<file path="src/rtl/btn_event_arbiter.sv">
// rtl/btn_event_arbiter.sv - round-robin arbiter turning 4 button press pulses into a paced event stream
// Optional macro BTN_ARB_DROP_CNT_EN adds an 8-bit saturating count of merged presses on port drop_cnt.
module btn_event_arbiter #(
    parameter int GAP_CYCLES = 16
) (
    input  logic       clk,
    input  logic       reset,
    input  logic [3:0] btn_pulse,
    output logic       evt_valid,
    output logic [1:0] evt_id,
    input  logic       evt_ready,
    output logic       busy,
    output logic [3:0] pending
`ifdef BTN_ARB_DROP_CNT_EN
    ,
    output logic [7:0] drop_cnt
`endif
);

    typedef enum logic [1:0] {
        IDLE  = 2'd0,
        ISSUE = 2'd1,
        GAP   = 2'd2
    } state_t;

    localparam logic [7:0] GAP_LOAD = (GAP_CYCLES == 0) ? 8'd0 : 8'(GAP_CYCLES - 1);

    state_t     state, state_next;
    logic [7:0] gap_cnt, gap_next;
    logic [1:0] id_next;
    logic [1:0] last_grant;
    logic [1:0] winner;
    logic [3:0] clr;
    logic [3:0] merge;
    logic       accept;

    assign accept = evt_valid & evt_ready;
    assign clr    = accept ? (4'b0001 << evt_id) : 4'b0000;
    // A press for a button that stays pending folds into its flag.
    assign merge  = btn_pulse & pending & ~clr;
    assign busy   = (state != IDLE);

    // Search starts just after the last accepted button and wraps.
    always_comb begin
        logic       found;
        logic [1:0] idx;
        winner = 2'd0;
        found  = 1'b0;
        idx    = 2'd0;
        for (int i = 1; i <= 4; i++) begin
            idx = last_grant + 2'(i);
            if (!found && pending[idx]) begin
                winner = idx;
                found  = 1'b1;
            end
        end
    end

    always_comb begin
        state_next = state;
        gap_next   = gap_cnt;
        id_next    = evt_id;
        case (state)
            IDLE: begin
                if (|pending) begin
                    id_next    = winner;
                    state_next = ISSUE;
                end
            end
            ISSUE: begin
                if (accept) begin
                    if (GAP_CYCLES == 0) begin
                        state_next = IDLE;
                    end else begin
                        state_next = GAP;
                        gap_next   = GAP_LOAD;
                    end
                end
            end
            GAP: begin
                if (gap_cnt == 8'd0) begin
                    state_next = IDLE;
                end else begin
                    gap_next = gap_cnt - 8'd1;
                end
            end
            default: state_next = IDLE;
        endcase
    end

    always_ff @(posedge clk) begin
        if (reset) begin
            state      <= IDLE;
            gap_cnt    <= 8'd0;
            evt_id     <= 2'd0;
            evt_valid  <= 1'b0;
            pending    <= 4'd0;
            last_grant <= 2'd3;
        end else begin
            state     <= state_next;
            gap_cnt   <= gap_next;
            evt_id    <= id_next;
            evt_valid <= (state_next == ISSUE);
            pending   <= (pending & ~clr) | btn_pulse;
            if (accept) begin
                last_grant <= evt_id;
            end
        end
    end

`ifdef BTN_ARB_DROP_CNT_EN
    logic [8:0] drop_sum;

    always_comb begin
        drop_sum = {1'b0, drop_cnt};
        for (int i = 0; i < 4; i++) begin
            drop_sum = drop_sum + {8'd0, merge[i]};
        end
    end

    always_ff @(posedge clk) begin
        if (reset) begin
            drop_cnt <= 8'd0;
        end else begin
            drop_cnt <= drop_sum[8] ? 8'hff : drop_sum[7:0];
        end
    end
`else
    logic unused_merge;
    assign unused_merge = ^merge;
`endif

endmodule

</file>
<file path="config.mk">
export PLATFORM = sky130hd
export DESIGN_NAME = btn_event_arbiter
export DESIGN_NICKNAME = d
export VERILOG_FILES = /design/src/rtl/btn_event_arbiter.sv
export SDC_FILE = /design/constraint.sdc
export NUM_CORES = 1
export LEC_CHECK = 0
export CORE_UTILIZATION = 50
export CTS_CLUSTER_SIZE = 12
export DETAILED_ROUTE_END_ITERATION = 7
export DONT_BUFFER_PORTS = 1
export MAX_ROUTING_LAYER = met4
export PLACE_DENSITY_LB_ADDON = 0.15
export SLEW_MARGIN = 20
export SYNTH_ARGS = -nofsm -noshare
export SYNTH_HDL_FRONTEND = slang
export SYNTH_SLANG_ARGS = --single-unit
</file>
<file path="constraint.sdc">
create_clock -name clk -period 1.8 [get_ports clk]
set_input_delay 0.09 -clock clk [delete_from_list [all_inputs] [get_ports clk]]
set_output_delay 0.09 -clock clk [all_outputs]
set_load 0.01 [all_outputs]
</file>
-- After elaboration in Yosys (flattened, before gate mapping)
Cells that the tools add are included.
- bits in writable memories: 0
- bits in read-only memories: 0
- memories: 0
- latch bits: 0
- register bits: 19
- $mul: 0
- shifts and indexed selects: 1
- magnitude comparators: 4
- equal/unequal tests: 5
- divide/modulo/power cells: 0
- reduce and logical (&&, ||, !) cells: 13
- add/sub/neg operators: 4
- bitwise operators: 4
- mux-type cells: 23
- operators with widths (cell ; count):
    $mux 8 ; 2
    $pmux 8 s2 ; 1
    $mux 2 ; 7
    $lt 2x3->1 const B ; 4
    $bmux 1 s2 ; 4
    $logic_not 8->1 ; 1
    $sub 8x1->8 const B ; 1
    $mux 1 ; 7
    $pmux 2 s3 ; 1
    $add 2x2->2 const B ; 2
    $and 4x4->4 ; 1
    $eq 2x1->1 const B ; 2
    $mux 4 ; 1
    $ne 2x2->1 const B ; 2
    $not 4->4 ; 1
    $or 4x4->4 ; 1
    $reduce_bool 2->1 ; 2
    $reduce_or 4->1 ; 1
    $shl 1x2->4 const A ; 1
    $logic_and 1x1->1 ; 3
    $logic_not 1->1 ; 3
    $reduce_and 3->1 ; 1
    $add 2x1->2 const B ; 1
    $eq 2x2->1 const B ; 1
    other kinds (3) ; 3

-- Longest topological paths before layout
- word-level depth: 13
- depth in mapped cells: 6
- mapped depth without buffers: 6

-- Worst setup path before layout
OpenSTA, ideal clock, no wires.
- kind: reg2reg
- start point: register gap_cnt[0]
- end point: register gap_cnt[7]
- setup slack: 0.149 ns
- path buffers: 0
- arrival time: 1.585 ns
- data required time: 1.734 ns
- period minus slack after synthesis: 1.651 ns
- library setup time: 0.066 ns
- cell stages (with the launch flop): 7
- cell sequence: dfxtp_1 -> inv_1 -> ha_1 -> nor4b_2 -> a21bo_1 -> or4_4 -> a21oi_2
- word-level cells in the longest chain between the ends: 3
- elaborated cells between the ends (all ways): 6
- RTL lines (item ; RTL line ; source):
    start: declaration ; 29 ; logic [7:0] gap_cnt, gap_next;
    start signal: assignment ; 101 ; gap_cnt <= gap_next;
    $sub 8x1->8 or $logic_not 8->1 (tied branches) ; 84, 81 ;
    $mux 8 or $ne 2x2->1 (tied branches) ; n/a ;
    $pmux 8 s2 or $reduce_and 3->1 (tied branches) ; n/a ;
Parallel ways exist; a longest one is shown, timed or not. The select of a mux whose other input is x is not followed.
A chain may end at the register's enable or synchronous reset.

-- Worst setup path in the final report
Ends and elaborated chain as after synthesis.

==> flow_summary.json <==
{
  "portBuffers": 0,
  "hpwl_um": 1350,
  "synth_area_per_cell_um2": 8.41,
  "synth_area_leader_cell": "dfxtp_1",
  "ys_async_sr_fraction_pct": 0,
  "stdcell_count": 143,
  "setup_viol": 0,
  "slowest_delay_ps": 480,
  "gp_congestion": 0.717,
  "finalNetCount": 127,
  "finalPower_mw": 0.872,
  "p_leak_nw": 0.405,
  "cts_setup_buffers": 0,
  "drive_above_1_share_pct": 13.6,
  "cp_slowest_cell": "or4_4",
  "slew_viol_final": 0,
  "ys.flop_type": "dfxtp_1",
  "r2r-end": "gap_cnt[7]",
  "timing.final.ws_setup_ps": 108,
  "worst_ep_required_time_ps": 2040,
  "dieArea_um2": 2040,
  "rows": 15,
  "synthTopCellsByArea": "dfxtp_1 41%, nor2_1 6.4%, nor3_1 3.8%, a21oi_1 3.2%, a211oi_1 3.2%",
  "hp-start": "evt_ready",
  "synth-seq-area-share_pct": 40.8,
  "grt_pass1_vias": 676,
  "wl_um": 1920,
  "finalInstanceArea_um2": 1050,
  "hold_slack_ps": 19.8,
  "min_delay_path_depth": 3,
  "post-route-util_pct": 60.4,
  "cp.arrival_ps": 1930,
  "routed-via-count": 852,
  "viasPerCell": 5.96,
  "cp_num_cells": 6,
  "clkLatencyLatePin_ps": 300,
  "drtIter0Drc": 25,
  "syn_nets": 119,
  "dpl_cell_area_um2": 965,
  "crit_buf_inv": 1,
  "cts_tree": "yes",
  "crit_type": "flop to flop",
  "clk_pin_slew_worst_paths_ps": 120,
  "grt_pass1_wl_um": 3020,
  "cap_violations": 0,
  "path_delay_family": "simple AND/OR/NAND/NOR gates",
  "drtPass1Iterations": 4,
  "area_growth_pct": 13.0,
  "numCtsBuffers": 3,
  "io_pins": 15,
  "grt_usage_pct": 21.1,
  "syn_area_um2": 933,
  "fmax_ghz": 0.591,
  "die_y_um": 45.2,
  "fin_crit_sh_pct": 94.0,
  "status": "finished, final reports clean",
  "synth.distinct_cells": 36,
  "hold_violations": 0,
  "pre_cts_ws_ps": 67.5,
  "dp_cells": 134,
  "end_kind": "flop",
  "grt_overflow": 0,
  "ys.warnings.count": 0,
  "rsz0062_at_grt": "no",
  "wl_per_cell_um": 13.5,
  "die_width_um": 45.2,
  "reg2regPathDepth": 6,
  "h-tree-depth": 1,
  "finalClockSkew_ps": 6.57,
  "hp-class": "primary input to flop",
  "fin_setup_tns_ps": 0,
  "powerDensity_nw_per_um2": 827,
  "grt_max_degree": 17,
  "worst_slew_pin_slew_ps": 595,
  "cts.path.max_buffers": 2,
  "yosysTopAreaCellShare_pct": 40.8,
  "irDropWorstVdd_mv": 0.691,
  "core_um2": 1750,
  "antenna_cells": 0,
  "ys_ff_latch": 19,
  "initial_core_util_pct": 53.5,
  "synth_edf_count": 0,
  "antenna_found_initial": 0,
  "r2r_slack_ps": 110,
  "cp-start-kind": "flop",
  "root_buffer": "clkbuf_4",
  "path_cells": "inv_1, ha_1, nor4b_4, a21bo_1, or4_4, a21oi_2",
  "crit_path_max_fanout": 4,
  "remaining_drc_errors": 0,
  "ant_nets": 0,
  "relSlewSlack_pct": 60.2,
  "period_minus_slack_ps": 1690,
  "worstReg2RegStart": "gap_cnt[0]",
  "syn_inst": 111,
  "min_to": "pending[2]",
  "clock_sinks": 19
}
==> cells in the final DEF (no fill, tap or decap), types with 2 or more instances in the layout <==
| master | instances |
|---|---|
| dfxtp_1 | 18 |
| nor2_1 | 16 |
| nor3_1 | 7 |
| a21oi_1 | 6 |
| nand2_1 | 6 |
| inv_1 | 5 |
| dlygate4sd3_1 | 5 |
| a211oi_1 | 4 |
| or2_2 | 3 |
| and3_1 | 3 |
| o21ai_0 | 3 |
| a311oi_1 | 3 |
| clkbuf_4 | 3 |
| nand2b_1 | 2 |
| or3_1 | 2 |
| a211o_1 | 2 |
| nand4b_1 | 2 |
| xor2_1 | 2 |
| nand3_1 | 2 |
| o221ai_1 | 2 |
| o22ai_1 | 2 |
| buf_4 | 2 |
==> synthesized netlist by cell type, types with 2 or more instances <==
| library cell | n |
|---|---|
| dfxtp_1 | 19 |
| nor2_1 | 16 |
| nor3_1 | 7 |
| a21oi_1 | 6 |
| nand2_1 | 6 |
| inv_1 | 5 |
| a211oi_1 | 4 |
| clkbuf_1 | 4 |
| a311oi_1 | 3 |
| and3_1 | 3 |
| o21ai_0 | 3 |
| or2_2 | 3 |
| a211o_1 | 2 |
| nand2b_1 | 2 |
| nand3_1 | 2 |
| nand4b_1 | 2 |
| o221ai_1 | 2 |
| o22ai_1 | 2 |
| or3_1 | 2 |
| xor2_1 | 2 |
==> report_power, final <==
| group | leakage, nW | internal [mW] | switching [mW] |
|---|---|---|---|
| combinational | 0.235 | 0.0697 | 0.0736 |
| clock | 0.0139 | 0.0845 | 0.138 |
| sequential | 0.157 | 0.450 | 0.0556 |
| total | 0.405 | 0.605 | 0.267 |
==> registers in the layout, summed over array words and instances (netlist names) <==
register,count
evt_id,2
evt_valid,1
gap_cnt,8
last_grant,2
pending,4
state,2
==> how the worst max path moves through the flow <==
stage	startpoint	endpoint	slack (ps)
after CTS	gap_cnt[0]	gap_cnt[7]	40
after detailed placement	gap_cnt[0]	gap_cnt[7]	70
after global placement	gap_cnt[0]	gap_cnt[7]	110
final	gap_cnt[0]	gap_cnt[7]	110
after global routing	gap_cnt[0]	gap_cnt[7]	50
after floorplan	gap_cnt[0]	gap_cnt[7]	150
==> cell families after synthesis <==
family	count (synthesis)	share of synthesized area (%)
flip-flops	19	40.8
AND/OR/NAND/NOR	50	29.6
adder cells (fa/ha/maj)	1	1.34
XOR/XNOR	2	1.88
AO/OA/AOI/OAI	30	22.8
buffers and inverters	9	3.62
==> timing repair <==
item                       CTS  global route
gates resized for setup      0             2
setup endpoints to repair    0             3
hold buffers                 5             0
hold endpoints to repair    17             0
==> final cells by class <==
type                       instances  area (µm²)
timing repair buffer               7        65.1
sequential                        19         382
multi-input combinational         83         528
clock buffer                       3        22.5
fill                             158         691
inverter                           5        18.8
clock inverter                     1        7.51
tap                               25        31.3
==> metal layers <==
layer  track usage [%]  routed length, µm  up-vias
met3              5.20                104        0
met1              29.2                982      406
met5                 -                  0        -
met2              30.4                837       22
li1                  -                  -      424
met4              5.45                  0        0
==> tightest hold or removal path, stage by stage <==
cell and delay, ps:
nand4b_1 70, a21oi_1 70, nor2_1 70
Note: power is estimated with default switching activity, not from simulation.
